--- src/rtl/act_pkg.sv ---
// ---------------------------------------------------------------------------
// act_pkg
//  Shared definitions for the piecewise-linear activation datapath:
//  mode encodings, segment codes, and the fixed-point breakpoints/offsets
//  expressed as functions of the fraction width (and guard bits for offsets).
// ---------------------------------------------------------------------------
package act_pkg;

   typedef enum logic [1:0] {
      ACT_PLAN = 2'd0,   // PLAN sigmoid
      ACT_HARD = 2'd1,   // hard sigmoid
      ACT_TANH = 2'd2,   // tanh via 2*sigmoid(2x)-1
      ACT_RELU = 2'd3    // clamped ReLU
   } act_mode_e;

   // SEG_SAT doubles as the saturation marker for every mode.
   typedef enum logic [1:0] {
      SEG_LIN0 = 2'd0,
      SEG_LIN1 = 2'd1,
      SEG_LIN2 = 2'd2,
      SEG_SAT  = 2'd3
   } act_seg_e;

   // num / 2^den_log2 expressed with 'frac' fraction bits
   function automatic int unsigned q_const(input int unsigned num,
                                           input int unsigned den_log2,
                                           input int unsigned frac);
      return num << (frac - den_log2);
   endfunction

   // Breakpoints at input scale (FRAC_W fraction bits)
   function automatic int unsigned bp_lin1(input int unsigned f); return q_const(1, 0, f);  endfunction // 1.0
   function automatic int unsigned bp_lin2(input int unsigned f); return q_const(19, 3, f); endfunction // 2.375
   function automatic int unsigned bp_sat (input int unsigned f); return q_const(5, 0, f);  endfunction // 5.0
   function automatic int unsigned bp_hard(input int unsigned f); return q_const(2, 0, f);  endfunction // 2.0

   // Offsets and unity at internal scale (FRAC_W+GUARD_W fraction bits)
   function automatic int unsigned off_lin0(input int unsigned f, input int unsigned g); return q_const(1, 1, f+g);  endfunction // .5
   function automatic int unsigned off_lin1(input int unsigned f, input int unsigned g); return q_const(5, 3, f+g);  endfunction // .625
   function automatic int unsigned off_lin2(input int unsigned f, input int unsigned g); return q_const(27, 5, f+g); endfunction // .84375
   function automatic int unsigned q_one   (input int unsigned fg);                      return q_const(1, 0, fg);   endfunction

endpackage

--- src/rtl/pwl_segment_eval.sv ---
// ---------------------------------------------------------------------------
// pwl_segment_eval
//  Combinational slope/offset evaluator for the middle pipeline stage.
//  Produces the positive-half sigmoid value (or clamped ReLU value) with
//  GUARD_W extra fraction bits; reflection for negative inputs happens later.
//  abs_x : |x| magnitude, FRAC_W fraction bits
//  neg   : sign of the operand
//  seg   : segment from the classifier (SEG_SAT = saturated region)
//  mode  : activation mode of this beat
//  y     : unsigned result, FRAC_W+GUARD_W fraction bits
// ---------------------------------------------------------------------------
module pwl_segment_eval
   import act_pkg::*;
#(
   parameter int                DATA_W   = 16,
   parameter int                FRAC_W   = 8,
   parameter int                GUARD_W  = 5,
   parameter logic [DATA_W-1:0] RELU_MAX = 16'h0600
) (
   input  logic [DATA_W-2:0]         abs_x,
   input  logic                      neg,
   input  act_seg_e                  seg,
   input  act_mode_e                 mode,
   output logic [DATA_W+GUARD_W-1:0] y
);

   localparam int YW = DATA_W + GUARD_W;
   localparam int FG = FRAC_W + GUARD_W;

   localparam logic [YW-1:0] ONE  = YW'(q_one(FG));
   localparam logic [YW-1:0] OFF0 = YW'(off_lin0(FRAC_W, GUARD_W));
   localparam logic [YW-1:0] OFF1 = YW'(off_lin1(FRAC_W, GUARD_W));
   localparam logic [YW-1:0] OFF2 = YW'(off_lin2(FRAC_W, GUARD_W));

   logic [YW-1:0] ax_g;   // |x| rescaled to the internal fraction width
   assign ax_g = {1'b0, abs_x, {GUARD_W{1'b0}}};

   always_comb begin
      y = ONE;
      if (mode == ACT_RELU) begin
         if (seg == SEG_SAT)
            y = {RELU_MAX, {GUARD_W{1'b0}}};
         else if (neg)
            y = '0;
         else
            y = ax_g;
      end else if (mode == ACT_HARD) begin
         if (seg != SEG_SAT)
            y = (ax_g >> 2) + OFF0;
      end else begin
         // PLAN sigmoid; tanh shares it on the pre-scaled operand
         case (seg)
            SEG_LIN0: y = (ax_g >> 2) + OFF0;
            SEG_LIN1: y = (ax_g >> 3) + OFF1;
            SEG_LIN2: y = (ax_g >> 5) + OFF2;
            default:  y = ONE;
         endcase
      end
   end

endmodule

--- src/rtl/pwl_activation_pipe.sv ---
// ---------------------------------------------------------------------------
// pwl_activation_pipe
//  Three-stage piecewise-linear activation unit with valid/ready flow control.
//   S1: tanh pre-scale, |x|/sign, segment classification
//   S2: slope/offset evaluation (pwl_segment_eval)
//   S3: negative reflection, tanh remap, half-up rounding, output clamp
//  Ports:
//   clk, reset_n          clock, async active-low reset
//   in_valid/in_ready     input handshake; in_data (signed Q), in_mode
//   out_valid/out_ready   output handshake; out_data (signed Q), sat_flag
// ---------------------------------------------------------------------------
module pwl_activation_pipe
   import act_pkg::*;
#(
   parameter int                DATA_W   = 16,
   parameter int                FRAC_W   = 8,
   parameter int                GUARD_W  = 5,
   parameter logic [DATA_W-1:0] RELU_MAX = 16'h0600
) (
   input  logic              clk,
   input  logic              reset_n,
   input  logic              in_valid,
   output logic              in_ready,
   input  logic [DATA_W-1:0] in_data,
   input  logic [1:0]        in_mode,
   output logic              out_valid,
   input  logic              out_ready,
   output logic [DATA_W-1:0] out_data,
   output logic              sat_flag
);

   localparam int AW = DATA_W - 1;          // magnitude width
   localparam int YW = DATA_W + GUARD_W;    // internal unsigned result width
   localparam int TW = YW + 2;              // signed S3 work width
   localparam int FG = FRAC_W + GUARD_W;

   localparam logic [DATA_W-1:0] X_MIN = {1'b1, {AW{1'b0}}};
   localparam logic [DATA_W-1:0] X_MAX = {1'b0, {AW{1'b1}}};

   localparam logic [AW-1:0] BP_LIN1 = AW'(bp_lin1(FRAC_W));
   localparam logic [AW-1:0] BP_LIN2 = AW'(bp_lin2(FRAC_W));
   localparam logic [AW-1:0] BP_SAT  = AW'(bp_sat(FRAC_W));
   localparam logic [AW-1:0] BP_HARD = AW'(bp_hard(FRAC_W));

   localparam logic signed [TW-1:0] ONE_T   = TW'(q_one(FG));
   localparam logic signed [TW-1:0] RND_T   = TW'(q_one(GUARD_W - 1));
   localparam logic signed [TW-1:0] ONE_O   = TW'(q_one(FRAC_W));
   localparam logic signed [TW-1:0] NEG_O   = -ONE_O;
   localparam logic signed [TW-1:0] ZERO_T  = '0;

   // ---------------- handshake ----------------
   // Each stage loads when empty or when the stage after it loads, so
   // bubbles collapse and a full pipe can accept and drain in one cycle.
   logic [3:1] vld_pipe;
   logic       en1, en2, en3;

   assign en3       = !vld_pipe[3] || out_ready;
   assign en2       = !vld_pipe[2] || en3;
   assign en1       = !vld_pipe[1] || en2;
   assign in_ready  = en1;
   assign out_valid = vld_pipe[3];

   // ---------------- S1 combinational ----------------
   act_mode_e         mode_in;
   logic [DATA_W-1:0] x2, op;
   logic              op_neg;
   logic [AW-1:0]     op_abs;
   act_seg_e          seg_in;

   assign mode_in = act_mode_e'(in_mode);

   always_comb begin
      // x<<1 saturates when the two top bits differ
      x2 = {in_data[DATA_W-2:0], 1'b0};
      if (in_data[DATA_W-1] != in_data[DATA_W-2])
         x2 = in_data[DATA_W-1] ? X_MIN : X_MAX;
      op     = (mode_in == ACT_TANH) ? x2 : in_data;
      op_neg = op[DATA_W-1];
      // negating the low bits gives |op| except for the most negative value
      if (!op_neg)
         op_abs = op[AW-1:0];
      else if (op == X_MIN)
         op_abs = X_MAX[AW-1:0];
      else
         op_abs = (~op[AW-1:0]) + AW'(1);

      seg_in = SEG_LIN0;
      if (mode_in == ACT_RELU) begin
         if (!op_neg && ({1'b0, op_abs} > RELU_MAX)) seg_in = SEG_SAT;
      end else if (mode_in == ACT_HARD) begin
         if (op_abs >= BP_HARD) seg_in = SEG_SAT;
      end else begin
         if (op_abs >= BP_SAT)       seg_in = SEG_SAT;
         else if (op_abs >= BP_LIN2) seg_in = SEG_LIN2;
         else if (op_abs >= BP_LIN1) seg_in = SEG_LIN1;
      end
   end

   // ---------------- stage registers ----------------
   logic [AW-1:0]  s1_abs;
   logic           s1_neg;
   act_seg_e       s1_seg;
   act_mode_e      s1_mode;

   logic [YW-1:0]  s2_y;
   logic           s2_neg, s2_sat;
   act_mode_e      s2_mode;
   logic [YW-1:0]  y_eval;

   pwl_segment_eval #(
      .DATA_W   (DATA_W),
      .FRAC_W   (FRAC_W),
      .GUARD_W  (GUARD_W),
      .RELU_MAX (RELU_MAX)
   ) u_eval (
      .abs_x (s1_abs),
      .neg   (s1_neg),
      .seg   (s1_seg),
      .mode  (s1_mode),
      .y     (y_eval)
   );

   // ---------------- S3 combinational ----------------
   logic signed [TW-1:0] t, r;
   logic [DATA_W-1:0]    s3_d;

   always_comb begin
      t = signed'({2'b00, s2_y});
      if (s2_mode != ACT_RELU && s2_neg)
         t = ONE_T - t;                   // sigmoid(-x) = 1 - sigmoid(x)
      if (s2_mode == ACT_TANH)
         t = (t <<< 1) - ONE_T;           // tanh(x) = 2*sigmoid(2x) - 1
      r = (t + RND_T) >>> GUARD_W;        // round half-up
      if (s2_mode != ACT_RELU) begin
         if (r > ONE_O) r = ONE_O;
         if (s2_mode == ACT_TANH) begin
            if (r < NEG_O) r = NEG_O;
         end else if (r < ZERO_T) begin
            r = ZERO_T;
         end
      end
      s3_d = r[DATA_W-1:0];
   end

   always_ff @(posedge clk or negedge reset_n) begin
      if (!reset_n) begin
         vld_pipe <= '0;
         s1_abs   <= '0;
         s1_neg   <= 1'b0;
         s1_seg   <= SEG_LIN0;
         s1_mode  <= ACT_PLAN;
         s2_y     <= '0;
         s2_neg   <= 1'b0;
         s2_sat   <= 1'b0;
         s2_mode  <= ACT_PLAN;
         out_data <= '0;
         sat_flag <= 1'b0;
      end else begin
         if (en1) vld_pipe[1] <= in_valid;
         if (en2) vld_pipe[2] <= vld_pipe[1];
         if (en3) vld_pipe[3] <= vld_pipe[2];
         if (en1 && in_valid) begin
            s1_abs  <= op_abs;
            s1_neg  <= op_neg;
            s1_seg  <= seg_in;
            s1_mode <= mode_in;
         end
         if (en2 && vld_pipe[1]) begin
            s2_y    <= y_eval;
            s2_neg  <= s1_neg;
            s2_sat  <= (s1_seg == SEG_SAT);
            s2_mode <= s1_mode;
         end
         if (en3 && vld_pipe[2]) begin
            out_data <= s3_d;
            sat_flag <= s2_sat;
         end
      end
   end

endmodule

--- config.mk ---
export PLATFORM = sky130hd
export DESIGN_NAME = pwl_activation_pipe
export DESIGN_NICKNAME = d
export VERILOG_FILES = /design/src/rtl/act_pkg.sv /design/src/rtl/pwl_segment_eval.sv /design/src/rtl/pwl_activation_pipe.sv
export SDC_FILE = /design/constraint.sdc
export NUM_CORES = 1
export LEC_CHECK = 0
export ABC_AREA = 1
export ABC_CLOCK_PERIOD_IN_PS = 3200
export BUFFER_PORTS_ARGS = -buffer_cell sky130_fd_sc_hd__buf_2
export CAP_MARGIN = 30
export CORE_UTILIZATION = 44
export DETAILED_ROUTE_END_ITERATION = 6
export PLACE_DENSITY = 0.69
export SYNTH_ARGS = -nofsm -noshare
export SYNTH_HDL_FRONTEND = slang
export SYNTH_SLANG_ARGS = --single-unit
--- constraint.sdc ---
create_clock -name clk -period 3.2 [get_ports clk]
set_input_delay 0.48 -clock clk [delete_from_list [all_inputs] [get_ports clk]]
set_output_delay 0.48 -clock clk [all_outputs]
set_load 0.02 [all_outputs]
After elaboration in Yosys (flattened, before gate mapping)
Cells that the tools add are included.
- add/sub/neg operators: 7
- magnitude comparators: 8
- bitwise gates (word level): 1
- reduce and logical (&&, ||, !) cells: 13
- muxes and demuxes: 26
- eq/ne operators: 13
- operators with widths (cell ; count):
    $mux W16 ; 7
    $mux W23 ; 4
    $mux W21 ; 3
    $pmux W21 S3 ; 1
    $mux W20 ; 2
    $ge A15 B10 Y1 const B ; 2
    $mux W15 ; 2
    $add A23 B6 Y23 const B ; 1
    $lt A23 B1 Y1 const B ; 1
    $lt A23 B9 Y1 const B ; 1
    $sub A23 B15 Y23 const B ; 1
    $sub A14 B21 Y22 const A ; 1
    $add A18 B13 Y19 const B ; 1
    $add A17 B13 Y18 const B ; 1
    $gt A18 B10 Y1 const B ; 1
    $add A15 B13 Y16 const B ; 1
    $eq A16 B16 Y1 const B ; 1
    $add A15 B1 Y15 const B ; 1
    $ge A15 B11 Y1 const B ; 1
    $ge A15 B9 Y1 const B ; 1
    $gt A15 B11 Y1 const B ; 1
    $not A15 Y15 ; 1
    $eq A2 B2 Y1 const B ; 6
    $mux W2 ; 6
    8 further kinds ; 20
- bits of input ports: 22
- output and inout bits: 19
- bits in registers: 65

Longest topological paths before layout
Gate-level depths: netlist of the first run.
- depth in word-level cells: 13
- depth in mapped cells: 29
- gate-level depth less buffers: 28

Cells and area by module
Synthesis of the first run repeated with hierarchy kept, for this count alone.
- cells, all modules: 994
- area total of the unflattened synthesis: 6015.8 um^2
- modules (own cells, without submodules) (module ; times used ; area an instance (um^2) ; cells each):
    pwl_activation_pipe ; 1 ; 5022.3 ; 795
    pwl_segment_eval ; 1 ; 993.5 ; 199

Worst setup path after synthesis of the first run
No wires, ideal clock.
- kind: input to register
- start point: in in_data[14]
- end point: reg s1_seg[0]
- slack: 0.213 ns
- library setup time: 0.071 ns
- stages: 20
- arrival time: 2.916 ns
- cell sequence: inv_1 -> ha_1 -> nor2_1 -> nor2_2 -> a22oi_1 -> ha_1 -> nand3_1 -> nor2_1 -> nand3_1 -> nor2_2 -> inv_2 -> o21ai_1 -> a21oi_1 -> nand2_1 -> nor2_1 -> nand2_1 -> nor2_1 -> nor3_1 -> nor2_1 -> nor2_1
- longest elaborated chain between the ends: 13
- elaborated cells on any way between the ends: 22
- those cells by class: add/sub (1); order compare (5); eq/ne (2); mux (11); bitwise (1); reduce/logical (2)
- RTL lines (element ; RTL line ; source):
    from (decl) ; pwl_activation_pipe.sv:24 ; input logic [DATA_W-1:0] in_data,
    $ne A1 B1 Y1 ; pwl_activation_pipe.sv:75 ; if (in_data[DATA_W-1] != in_data[DATA_W-2])
    $mux W16 ; pwl_activation_pipe.sv:75 ;
    $mux W16 * ; pwl_activation_pipe.sv:77 ; op = (mode_in == ACT_TANH) ? x2 : in_data;
    $not A15 Y15 ; pwl_activation_pipe.sv:85 ; op_abs = (~op[AW-1:0]) + AW'(1);
    $add A15 B1 Y15 ; pwl_activation_pipe.sv:85 ;
    $mux W15 ; pwl_activation_pipe.sv:82 ; else if (op == X_MIN)
    $mux W15 ; pwl_activation_pipe.sv:80 ; if (!op_neg)
    $ge A15 B9 Y1 ; pwl_activation_pipe.sv:95 ; else if (op_abs >= BP_LIN1) seg_in = SEG_LIN1;
    $mux W1 ; pwl_activation_pipe.sv:95 ;
    $mux W2 ; pwl_activation_pipe.sv:94 ; else if (op_abs >= BP_LIN2) seg_in = SEG_LIN2;
    $mux W2 ; pwl_activation_pipe.sv:93 ; if (op_abs >= BP_SAT) seg_in = SEG_SAT;
    $mux W2 ; pwl_activation_pipe.sv:90 ; end else if (mode_in == ACT_HARD) begin
    $mux W2 * ; pwl_activation_pipe.sv:88 ; if (mode_in == ACT_RELU) begin
    to (signal assigned) ; pwl_activation_pipe.sv:165 ; s1_seg <= seg_in;
    to (decl) ; pwl_activation_pipe.sv:102 ; act_seg_e s1_seg;
Mark *: on every way between the ends. The rest lies on a longest branch, timed or not.
A chain may end at the register's enable or synchronous reset.

Worst setup path in the final report of the first run
- start point: reg s2_y[4]
- end point: reg out_data[2]
- longest elaborated chain between the ends: 12
- elaborated cells on any way between the ends: 14
- those cells by class: add/sub (3); order compare (3); mux (8)
- RTL lines (element ; RTL line ; source):
    from (decl) ; pwl_activation_pipe.sv:105 ; logic [YW-1:0] s2_y;
    from (signal assigned) ; pwl_activation_pipe.sv:169 ; s2_y <= y_eval;
    $sub A14 B21 Y22 ; pwl_activation_pipe.sv:130 ; t = ONE_T - t;
    $mux W23 * ; pwl_activation_pipe.sv:129 ; if (s2_mode != ACT_RELU && s2_neg)
    $sub A23 B15 Y23 ; pwl_activation_pipe.sv:132 ; t = (t <<< 1) - ONE_T;
    $mux W23 * ; pwl_activation_pipe.sv:131 ; if (s2_mode == ACT_TANH)
    $add A23 B6 Y23 * ; pwl_activation_pipe.sv:133 ; r = (t + RND_T) >>> GUARD_W;
    $gt A18 B10 Y1 ; pwl_activation_pipe.sv:135 ; if (r > ONE_O) r = ONE_O;
    $mux W23 ; pwl_activation_pipe.sv:135 ;
    $mux W23 ; pwl_activation_pipe.sv:134 ; if (s2_mode != ACT_RELU) begin
    $lt A23 B1 Y1 / $lt A23 B9 Y1 (equally long branches) ; pwl_activation_pipe.sv:138, pwl_activation_pipe.sv:137 ;
    $mux W16 (on tied branches) ; pwl_activation_pipe.sv:138, pwl_activation_pipe.sv:137 ;
    $mux W16 ; pwl_activation_pipe.sv:136 ; if (s2_mode == ACT_TANH) begin
    $mux W16 * ; pwl_activation_pipe.sv:134 ;
    to (signal assigned) ; pwl_activation_pipe.sv:156 ; out_data <= '0;
    to (signal assigned) ; pwl_activation_pipe.sv:175 ; out_data <= s3_d;
    to (decl) ; pwl_activation_pipe.sv:28 ; output logic [DATA_W-1:0] out_data,
Mark *: on every way between the ends. The rest lies on a longest branch, timed or not. The select of a mux whose other input is x is not followed.

==> metrics.md, run 1 <==
| Metric | Value |
|---|---|
| CTS tree | done |
| Crit path largest cell delay | 0.45 ns |
| Nets | 1093 |
| Port buffer count | 40 |
| Vias per Instance | around 5.2 |
| Unrepaired setup endpoints after global routing | true |
| CORE AREA | about 13000 um^2 |
| Power density cells | 894 nW/um^2 |
| Synthesized cell area | 5820 um^2 |
| Slowest-stage cell, CP | dfrtp_2 |
| Worst-path cell chain | nor2_2, nand2_1, nor2_4, nand2_2, nand2_2, nand2_4, nand2_8, nand2_8, nor2_4, buf_6, nand2_2, nand3_2, nand2_2, nor2_4, nand3_4, a21oi_2, nand2_1, nand2_2, o21a_1, nand2_2, nand2_4, nand2_1, nand2_1 |
| Reg2Reg Depth | 23 |
| Vias in the first global route | 5643 |
| Worst slew margin | about 45% |
| Final hold vios | 0 |
| Top delay family on crit path | simple AND/OR/NAND/NOR gates |
| Setup Skew | 0.00903 ns |
| Die area | 13700 um^2 |
| Syn Inst Count | slightly below 1000 |
| FMAX | 329 MHz |
| Total number of vias | 6431 |
| GPL Wtd Cong | 0.872 |
| Die W | 117 um |
| # fillers | approximately 1300 |
| Status | complete, no violations |
| Worst hold path type | in -> async |
| Total CTS buffers | 9 |
| # IOs | a little over 40 |
| Post-Layout Cell Count | 1238 |
| Leak Pwr | 3.58 nW |
| Worst slew pin tran | approximately 0.83 ns |
| Syn. warnings | 0 |
| DPL Wire Length | 11900 um |
| Post-route setup TNS | 0 ns |
| Placed cells | 1210 |
| FF/Latch Area | 1600 um^2 |
| Synthesized Nets | 1014 |
| Final WL | 15800 um |
| Final setup fails | 0 |
| Max-cap violations | 0 |
| First-pass GRT wire length | 26200 um |
| Drt first pass iters | 6 |
| Synthesis-to-layout area growth | 25.2% |
| Tcrit/Tclk final | approximately 95% |
| Worst reg2reg startpoint | s2_y[4] |
| Worst-Skew Late Latency | 0.34 ns |
| Clock Pin Slew Worst Setup and Hold Paths | 0.06 ns |
| Setup crit start kind | flop |
| Initial Util | 45.6% |
| Final Max Tran Viols | 0 |
| WS Path Type | reg -> reg |
| Post-synth cell types | 44 |
| R2R Setup Slk | approximately 0.16 ns |
| Critical path arrival | 3.32 ns |
| Fraction of layout cells with a size suffix above 1 | a little under a quarter |
| Initial antenna violation count | 0 |
| Critical path endpoint category | flop |
| Gr ovfl total | 0 |
| Syn avg cell area | about 6 um^2 |
| CP max FO | 8 |
| WP buf/inv | 1 |
| Number of antenna-violating nets in the routed design | 0 |
| Antenna cells | 0 |
| Largest net degree at the start of global routing | 65 |
| Worst path required time | 3.48 ns |
| # rows | just over 40 |
| VDD IR max | 0.551 mV |
| Register area share after synthesis | 27.5% |
| Root buf cell | clkbuf_16 |
| Crit path time final | 3.04 ns |
| H-tree depth | 3 |
| Die H | 117 um |
| Area of the multi-input gates | just over 4000 um^2 |
| DRC Markers | 0 |
| Total track usage | approximately 24% |
| R2R Path End | out_data[2] |
| Clk buf depth | 2 |
| FF+latch count, synth | 64 |
| Most used cell, CP | nand2_2 |
| Routed length per placed instance | 12.7 um |
| Sink Count | 64 |
| DRT iter0 DRCs | 435 |
## Yosys cell counts
master | instances | area (um^2)
a22oi_1 | 2 | 15.0
o32ai_1 | 1 | 8.76
buf_1 | 1 | 3.75
nor4_1 | 3 | 18.8
buf_4 | 1 | 7.51
nor3_1 | 8 | 40.0
or2_1 | 1 | 6.26
and2_1 | 2 | 12.5
inv_2 | 9 | 33.8
nor2_1 | 128 | 480
o21a_1 | 3 | 22.5
a31oi_1 | 9 | 56.3
a2111oi_0 | 1 | 8.76
dfrtp_1 | 64 | 1600
nor2_4 | 4 | 45.0
o221ai_1 | 4 | 35.0
o22ai_1 | 13 | 81.3
nor2_2 | 10 | 62.6
a221oi_1 | 1 | 8.76
buf_6 | 1 | 11.3
nand4_1 | 9 | 56.3
o41ai_1 | 1 | 8.76
a32oi_1 | 5 | 43.8
or2_2 | 2 | 12.5
o31ai_1 | 3 | 22.5
clkinv_1 | 1 | 3.75
xor2_1 | 9 | 78.8
o211ai_1 | 7 | 52.6
a41oi_1 | 1 | 8.76
o21ai_1 | 6 | 30.0
a21oi_1 | 25 | 125
nand3_1 | 92 | 460
clkbuf_1 | 16 | 60.1
o2111ai_1 | 1 | 8.76
nand2_1 | 338 | 1270
nand3_4 | 1 | 17.5
xnor2_1 | 4 | 35.0
nand3b_1 | 1 | 7.51
nand2_2 | 9 | 56.3
o21ai_0 | 68 | 340
nand2_4 | 4 | 45.0
buf_2 | 5 | 25.0
ha_1 | 10 | 125
inv_1 | 98 | 368
## metal layers
| metal | global-route usage (%) | wire, um | up-vias |
|---|---|---|---|
| met1 | 35.8 | 7910 | 2917 |
| met2 | 37.1 | 7010 | 144 |
| li1 | - | - | 3358 |
| met5 | 0 | 0 | - |
| met3 | 3.76 | 712 | 12 |
| met4 | 5.32 | 134 | 0 |
## stage by stage
stage / hold WS, ns / utilization (%) / setup slack [ns] / instance area, um^2 / power [mW]
after CTS: 0.359 / 52.9 / 0.116 / 6750 / 5.88
after floorplan: 0.184 / - / 0.213 / 5820 / 3.94
after global routing: 0.390 / 57.1 / -0.0918 / 7290 / 7.14
final: 0.308 / 57.1 / 0.163 / 7290 / 6.52
after detailed placement: 0.461 / 50.3 / -0.172 / 6430 / 4.75
after global placement: 0.461 / 50.3 / -0.0403 / 6430 / 4.72
## power breakdown
group | internal, mW | switching [mW]
registers | 1.07 | 0.264
logic | 1.38 | 2.71
clock network | 0.690 | 0.412
## worst max-delay path by stage
stage / start / endpoint / slack, ns / cells past startpoint
floorplan: in_data[14] / s1_seg[0] / 0.21 / 20
global placement: in_data[14] / s1_seg[1] / -0.04 / 20
detailed placement: in_data[14] / s1_seg[1] / -0.17 / 20
CTS: s2_mode[0] / out_data[8] / 0.12 / 24
global route: s2_y[3] / out_data[4] / -0.09 / 25
finish: s2_y[4] / out_data[2] / 0.16 / 23
## cells in the final DEF, fill, tap and decap left out, drive strengths merged, types with 4 or more instances in the layout
cell type,count
nand2,351
nor2,142
inv,110
nand3,93
buf,92
o21ai,74
dfrtp,64
a21oi,25
o22ai,13
ha,10
nand4,9
xor2,9
a31oi,9
clkbuf,9
nor3,8
o211ai,7
a32oi,5
xnor2,4
o221ai,4
## cells by family after synthesis
kind of cell               count (synthesis)  synth area share (%)
adders and majority gates                 10                  2.15
xor gates and xnor gates                  13                  1.96
DFF                                       64                  27.5
AOI/OAI and AO/OA                        151                  15.1
and+or+nand+nor                          612                  44.5
buffers and inverters                    132                  8.81
## sequential cells by signal (all words and copies together) (netlist names), 2 cells and up
| name | count |
|---|---|
| vld_pipe | 3 |
| s2_y | 20 |
| s2_mode | 2 |
| s1_seg | 2 |
| s1_abs | 15 |
| out_data | 16 |
| s1_mode | 2 |
## repair_timing
| item | in CTS | in global routing |
|---|---|---|
| gates resized for setup | 0 | 129 |
| endpoints found under the setup margin | 0 | 17 |
| endpoints found under the hold margin | 0 | 0 |
| buffers inserted | 0 | 12 |
| hold buffers | 0 | 0 |
## layout make-up
| type | count | share of cell area, % |
|---|---|---|
| repair buffers | 92 | 8.31 |
| inverters | 108 | 5.60 |
| clock buffers | 9 | 3.09 |
| well taps | 172 | 2.95 |
| flip-flops and latches | 64 | 22.0 |
| multi-input cells | 786 | 56.7 |
| clock inverters | 7 | 1.37 |
No activity file was read; power rests on OpenSTA's default activity.
==> inputs of run 2 (changes only) <==
- RECOVER_POWER: default -> 25
==> run 2 against run 1 <==
Critical path type unchanged. Critical path depth stayed put. Highest routed layer unchanged. Sequential power about the same. Via count fell by 0.20%. Combinational power about the same. Largest cell class unchanged. Die area did not move. Worst hold slack better by 0.13 ns. Sequential share of layout area about the same. The run now ends with capacitance limit, slew limit left. First-iteration DRC count is the same.
==> metrics.md, run 2 (same netlist as run 1, synthesis figures left out) <==
| Metric | Value |
|---|---|
| Antenna cells | 0 (unchanged) |
| Drt first pass iters | 6 (unchanged) |
| Crit path time final | 3.04 ns (+0.000209 ns) |
| Tcrit/Tclk final | 94.9% (about the same) |
| Status | finished, violations left |
| Most frequent cells in the layout | 295 x nand2_1, 96 x inv_1, 96 x nor2_1 |
| Initial Util | 45.6% (unchanged) |
| Die H | 117 um (unchanged) |
| Number of antenna-violating nets in the routed design | 0 (unchanged) |
| Largest register FFs | 20 (unchanged) |
| Setup Skew | 0.00880 ns (-0.000226 ns) |
| Port buffer count | 40 (unchanged) |
| Area of the multi-input gates | 4130 um^2 (unchanged) |
| Psw | 3.38 mW (about the same) |
| Largest net degree at the start of global routing | 65 (unchanged) |
| Setup crit start kind | flop |
| Final Max Tran Viols | 65 (+65) |
| Max-cap violations | 1 (+1) |
| Most common cell after layout, fill and taps aside | nand2_1 |
| DPL Wire Length | 11900 um (unchanged) |
| VDD IR max | 0.551 mV (about the same) |
| Power density cells | 895 nW/um^2 (about the same) |
| GR Util met3 | 3.76% (unchanged) |
| GPL Wtd Cong | 0.872 (unchanged) |
| Placed cells | 1210 (unchanged) |
| Final setup fails | 0 (unchanged) |
| Sequential power share | 20.4% (about the same) |
| CTS tree | done |
| Unrepaired setup endpoints after global routing | true |
| Sw frac | 51.9% (about the same) |
| Worst hold path type | in -> reg |
| Clock Pin Slew Worst Setup and Hold Paths | 0.06 ns (about the same) |
| Final hold vios | 0 (unchanged) |
| # rows | 41 (unchanged) |
| Vias per Instance | 5.18 (-0.20%) |
| Grt peak-use layer | met2 |
| Initial antenna violation count | 0 (unchanged) |
| Post-Layout Cell Count | 1238 (unchanged) |
| Top reg by flops | s2_y |
| DRC Markers | 0 (unchanged) |
| First-pass GRT wire length | 26200 um (unchanged) |
| GRT met1 Usage | 35.8% (unchanged) |
| Biggest regs | s2_y x20, out_data x16, s1_abs x15 |
| Fraction of layout cells with a size suffix above 1 | 23.3% (unchanged) |
| Post-route setup TNS | 0 ns (unchanged) |
| Vias in the first global route | 5643 (unchanged) |
| Dpl ws | -0.172 ns (unchanged) |
| Root buf cell | clkbuf_16 |
| WS Path Type | reg -> reg |
| Cts hold-fix bufs | 0 (unchanged) |
| Critical path endpoint category | flop |
| Total CTS buffers | 9 (unchanged) |
| Pint | 3.13 mW (about the same) |
| Leak Pwr | 3.58 nW (about the same) |
| Sink Count | 64 (unchanged) |
| # fillers | 1296 (+0.077%) |
| Clock network power share | 16.9% (about the same) |
| Routed length per placed instance | 12.7 um (about the same) |
| Worst-Skew Late Latency | 0.34 ns (about the same) |
| Total track usage | 24.2% (unchanged) |
| FF/Latch Area | 1600 um^2 (unchanged) |
| M2 GR Usage | 37.1% (unchanged) |
| FMAX | 329 MHz (about the same) |
| Worst path required time | 3.48 ns (about the same) |
| Violated checks | capacitance limit, slew limit |
| CP max FO | 8 (unchanged) |
| CORE AREA | 12800 um^2 (unchanged) |
| Critical path arrival | 3.32 ns (about the same) |
| Final WS setup | 0.163 ns (-0.000209 ns) |
| Synthesis-to-layout area growth | 25.2% (about the same) |
| Die W | 117 um (unchanged) |
| H-tree depth | 3 (unchanged) |
| Worst slew pin tran | 1.61 ns (+0.781 ns) |
| Post-layout util | 57.0% (about the same) |
| Nets | 1093 (unchanged) |
| Combinational share of power | 62.7% (about the same) |
| # IOs | 41 (unchanged) |
| Gr ovfl total | 0 (unchanged) |
| Total number of vias | 6418 (-0.20%) |
| DRT iter0 DRCs | 435 (unchanged) |
| Die area | 13700 um^2 (unchanged) |
| Clk buf depth | 2 (unchanged) |
| Worst slew margin | -7.42% (-52 points) |
| Final WL | 15800 um (about the same) |
==> run 2: worst paths after layout <==
kind,to,start,slack [ns],depth (start not counted)
max reg2reg,out_data[2],s2_y[4],0.16,23
min in group asynchronous,s1_abs[0],reset_n,0.62,2
min reg2reg,out_data[7],out_data[7],0.47,2
min,vld_pipe[3],out_ready,0.43,4
max in group asynchronous,s2_y[4],reset_n,1.52,2
max,out_data[2],s2_y[4],0.16,23
==> run 2: timing repair <==
action / 4_1_cts / 5_1_grt
setup endpoints to repair: 0 / 17
resized for setup: 0 / 129
setup buffers: 0 / 12
==> run 2: area by class of cell <==
cell class                      instances  share of cell area (%)
Clock buffer                            9                    3.09
Sequential cell                        64                    22.0
Inverter                              108                    5.60
Timing Repair Buffer                   92                    8.28
Multi-Input combinational cell        786                    56.7
Clock inverter                          7                    1.37
Tap cell                              172                    2.95
==> run 2: per-stage QoR <==
| step | hold slack, ns | power, mW | area (um^2) |
|---|---|---|---|
| finish | 0.435 | 6.52 | 7290 |
| detailed placement | 0.461 | 4.75 | 6430 |
| global placement | 0.461 | 4.72 | 6430 |
| CTS | 0.359 | 5.88 | 6750 |
| global route | 0.452 | 7.14 | 7290 |
| floorplan | 0.184 | 3.94 | 5820 |
==> run 2: worst max-delay path, stage by stage (launching register included) <==
cell and delay, ns:
dfrtp_2 0.45, nor2_2 0.15, nand2_1 0.10, nor2_4 0.23, nand2_2 0.13, nand2_2 0.10
nand2_4 0.07, nand2_8 0.11, nand2_8 0.08, nor2_4 0.17, buf_6 0.12, nand2_2 0.05
nand3_2 0.08, nand2_2 0.09, nor2_4 0.19, nand3_4 0.13, a21oi_2 0.14, nand2_1 0.07
nand2_2 0.07, o21a_1 0.13, nand2_2 0.08, nand2_4 0.12, nand2_1 0.07, nand2_1 0.06
==> run 2: layer usage <==
metal / routed length [um] / vias to the layer above
met5: 0 / -
met2: 7010 / 134
met4: 152 / 0
met3: 695 / 18
li1: - / 3359
met1: 7920 / 2907
==> run 2: power by group through the flow <==
stage	registers, mW	logic (mW)	clock network, mW
after global routing	1.37	4.62	1.14
final	1.33	4.08	1.10
after floorplan	1.37	2.57	0
after CTS	1.31	3.45	1.12
after detailed placement	1.32	3.43	0
after global placement	1.31	3.41	0
==> inputs of run 3 (changes only) <==
- SETUP_SLACK_MARGIN: default -> 0.3
==> run 3 against run 2 <==
First-iteration DRC count increased by 34%. Highest routed layer unchanged. Sequential cell count unchanged. Total power increased by 2.0%. The run now ends clean.
==> metrics.md, run 3 (same netlist as run 1, synthesis figures left out) <==
| Metric | Value |
|---|---|
| Status | complete, no violations |
| Crit path time final | 3.14 ns (+0.108 ns) |
| Cts hold-fix bufs | 0 (unchanged) |
| Worst path required time | 3.48 ns (about the same) |
| Total CTS buffers | 9 (unchanged) |
| WS Path Type | reg -> reg |
| Fraction of layout cells with a size suffix above 1 | 26.3% (+3.0 points) |
| Critical path endpoint category | flop |
| Worst hold path type | in -> async |
| Power density cells | 884 nW/um^2 (-1.2%) |
| Clk buf depth | 2 (unchanged) |
| Final hold vios | 0 (unchanged) |
| Die W | 117 um (unchanged) |
| Worst-Skew Late Latency | 0.34 ns (about the same) |
| CP max FO | 8 (unchanged) |
| Area of the multi-input gates | 4260 um^2 (+3.2%) |
| # fillers | 1196 (-7.7%) |
| First-pass GRT wire length | 26700 um (+1.6%) |
| Nets | 1115 (+2.0%) |
| Unrepaired setup endpoints after global routing | true |
| Most frequent cells in the layout | 287 x nand2_1, 98 x nor2_1, 93 x inv_1 |
| FF/Latch Area | 1600 um^2 (unchanged) |
| Final Max Tran Viols | 0 (-100%) |
| CTS tree | done |
| Die area | 13700 um^2 (unchanged) |
| Most common cell after layout, fill and taps aside | nand2_1 |
| Antenna cells | 0 (unchanged) |
| Dpl ws | -0.0665 ns (+0.106 ns) |
| Final WS setup | 0.0551 ns (-0.108 ns) |
| Root buf cell | clkbuf_16 |
| Leak Pwr | 3.67 nW (+2.6%) |
| DRT iter0 DRCs | 584 (+34%) |
| Critical path arrival | 3.43 ns (+0.11 ns) |
| Worst slew pin tran | 1.37 ns (-0.241 ns) |
| Final WL | 17200 um (+8.9%) |
| Biggest regs | s2_y x20, out_data x16, s1_abs x15 |
| # rows | 41 (unchanged) |
| Worst-path cell chain | nor2_4, nand2_4, nor2_4, nand2_2, nand2_2, nand2_4, nand2_8, nand2_1, nand2_1, nand2_1, nor2_2, nand3_2, nor2_2, nand3_1, nand2_1, nand3_2, nor2_1, nand2_1, nand2_2, o21a_1, nand2_2, nand2_4, nand2_1, nand2_1 |
| # IOs | 41 (unchanged) |
| Worst slew margin | 8.64% (+16 points) |
| Vias per Instance | 5.37 (+3.5%) |
| Gr ovfl total | 0 (unchanged) |
| Initial antenna violation count | 0 (unchanged) |
| Setup Skew | 0.00888 ns (+0.0000786 ns) |
| Largest net degree at the start of global routing | 32 (-51%) |
| Largest register FFs | 20 (unchanged) |
| Synthesis-to-layout area growth | 29.3% |
| Number of antenna-violating nets in the routed design | 0 (unchanged) |
| CORE AREA | 12800 um^2 (unchanged) |
| Tcrit/Tclk final | 98.3% (+3.4 points) |
| Total number of vias | 6758 (+5.3%) |
| Hold_ws | 0.134 ns (-0.300 ns) |
| Total track usage | 24.7% (+0.53 points) |
| GPL Wtd Cong | 0.909 (+4.2%) |
| Initial Util | 45.6% (unchanged) |
| Vias in the first global route | 5807 (+2.9%) |
| Sink Count | 64 (unchanged) |
| Die H | 117 um (unchanged) |
| Top reg by flops | s2_y |
| Routed length per placed instance | 13.6 um (+7.1%) |
| Most used cell, CP | nand2_1 |
| Drt first pass iters | 5 (-1) |
| Crit path largest cell delay | 0.43 ns (-0.02 ns) |
| FMAX | 318 MHz (-3.4%) |
| H-tree depth | 3 (unchanged) |
| DRC Markers | 0 (unchanged) |
| Setup crit start kind | flop |
| DPL Wire Length | 12000 um (+1.0%) |
| Slowest-stage cell, CP | dfrtp_2 |
| Max-cap violations | 0 (-1) |
| VDD IR max | 0.590 mV (+7.0%) |
| Clock Pin Slew Worst Setup and Hold Paths | 0.06 ns (about the same) |
| Port buffer count | 40 (unchanged) |
| Final setup fails | 0 (unchanged) |
[run 3: changes by cell type in the layout (fill, tap and decap cells not counted), moves of 3 or more]
cell | previous run | this run
buf_4 | 48 | 71
clkbuf_1 | 0 | 3
inv_1 | 96 | 93
inv_6 | 3 | 0
nand2_1 | 295 | 287
nand2_2 | 46 | 54
nand3_1 | 78 | 74
nor2_2 | 34 | 25
nor2_4 | 12 | 19
o21ai_0 | 66 | 58
o21ai_1 | 6 | 12
[run 3: per-layer routing]
layer	vias up	part of all wire [%]	global-route usage [%]
li1	3404	-	-
met1	3110	46	35.1
met2	211	47	38.3
met3	33	5.3	4.63
met4	0	1.8	7.17
met5	-	0	0
[run 3: area by class of cell]
type | instances | share of cell area (%)
Multi-Input combinational cell | 786 | 56.7
Sequential cell | 64 | 21.3
Timing Repair Buffer | 114 | 10.2
Inverter | 108 | 5.45
Clock buffer | 10 | 3.04
Tap cell | 172 | 2.86
Clock inverter | 5 | 0.466
[run 3: power by group]
part	total (mW)	internal, mW	switching, mW	leakage [nW]
logic	4.42	1.55	2.87	2.75
clock network	0.902	0.519	0.383	0.128
registers	1.33	1.07	0.260	0.800
[run 3: worst max-delay path: cells and delay by family (launching register included)]
kind               cells  cell delay [ns]
and+or+nand+nor       23             2.51
AOI/OAI and AO/OA      1             0.13
DFF                    1             0.43
[run 3: metrics by stage]
stage	power (mW)	util, %	std cells	area [um^2]	setup TNS [ns]
floorplan	3.94	-	982	5840	0
global placement	4.73	50.2	1206	6410	-0.00646
detailed placement	4.75	50.2	1206	6410	-0.126
CTS	5.87	53.8	1233	6880	0
global route	7.23	58.9	1259	7520	-0.941
finish	6.65	58.9	1259	7520	0
[run 3: final timing paths]
check	start	end	slack (ns)	cells after the start
max	s2_y[1]	out_data[7]	0.06	24
min	reset_n	s1_abs[8]	0.13	1
max reg2reg	s2_y[1]	out_data[7]	0.06	24
min reg2reg	out_data[8]	out_data[8]	0.47	2
max in group asynchronous	reset_n	s2_y[1]	1.29	2
min in group clk	out_ready	vld_pipe[3]	0.43	4
[run 3: what timing repair did]
action                                  4_1_cts  5_1_grt
setup buffers                                12       26
pin swaps                                    13       67
gates resized for setup                      33      131
endpoints found under the setup margin       17       18
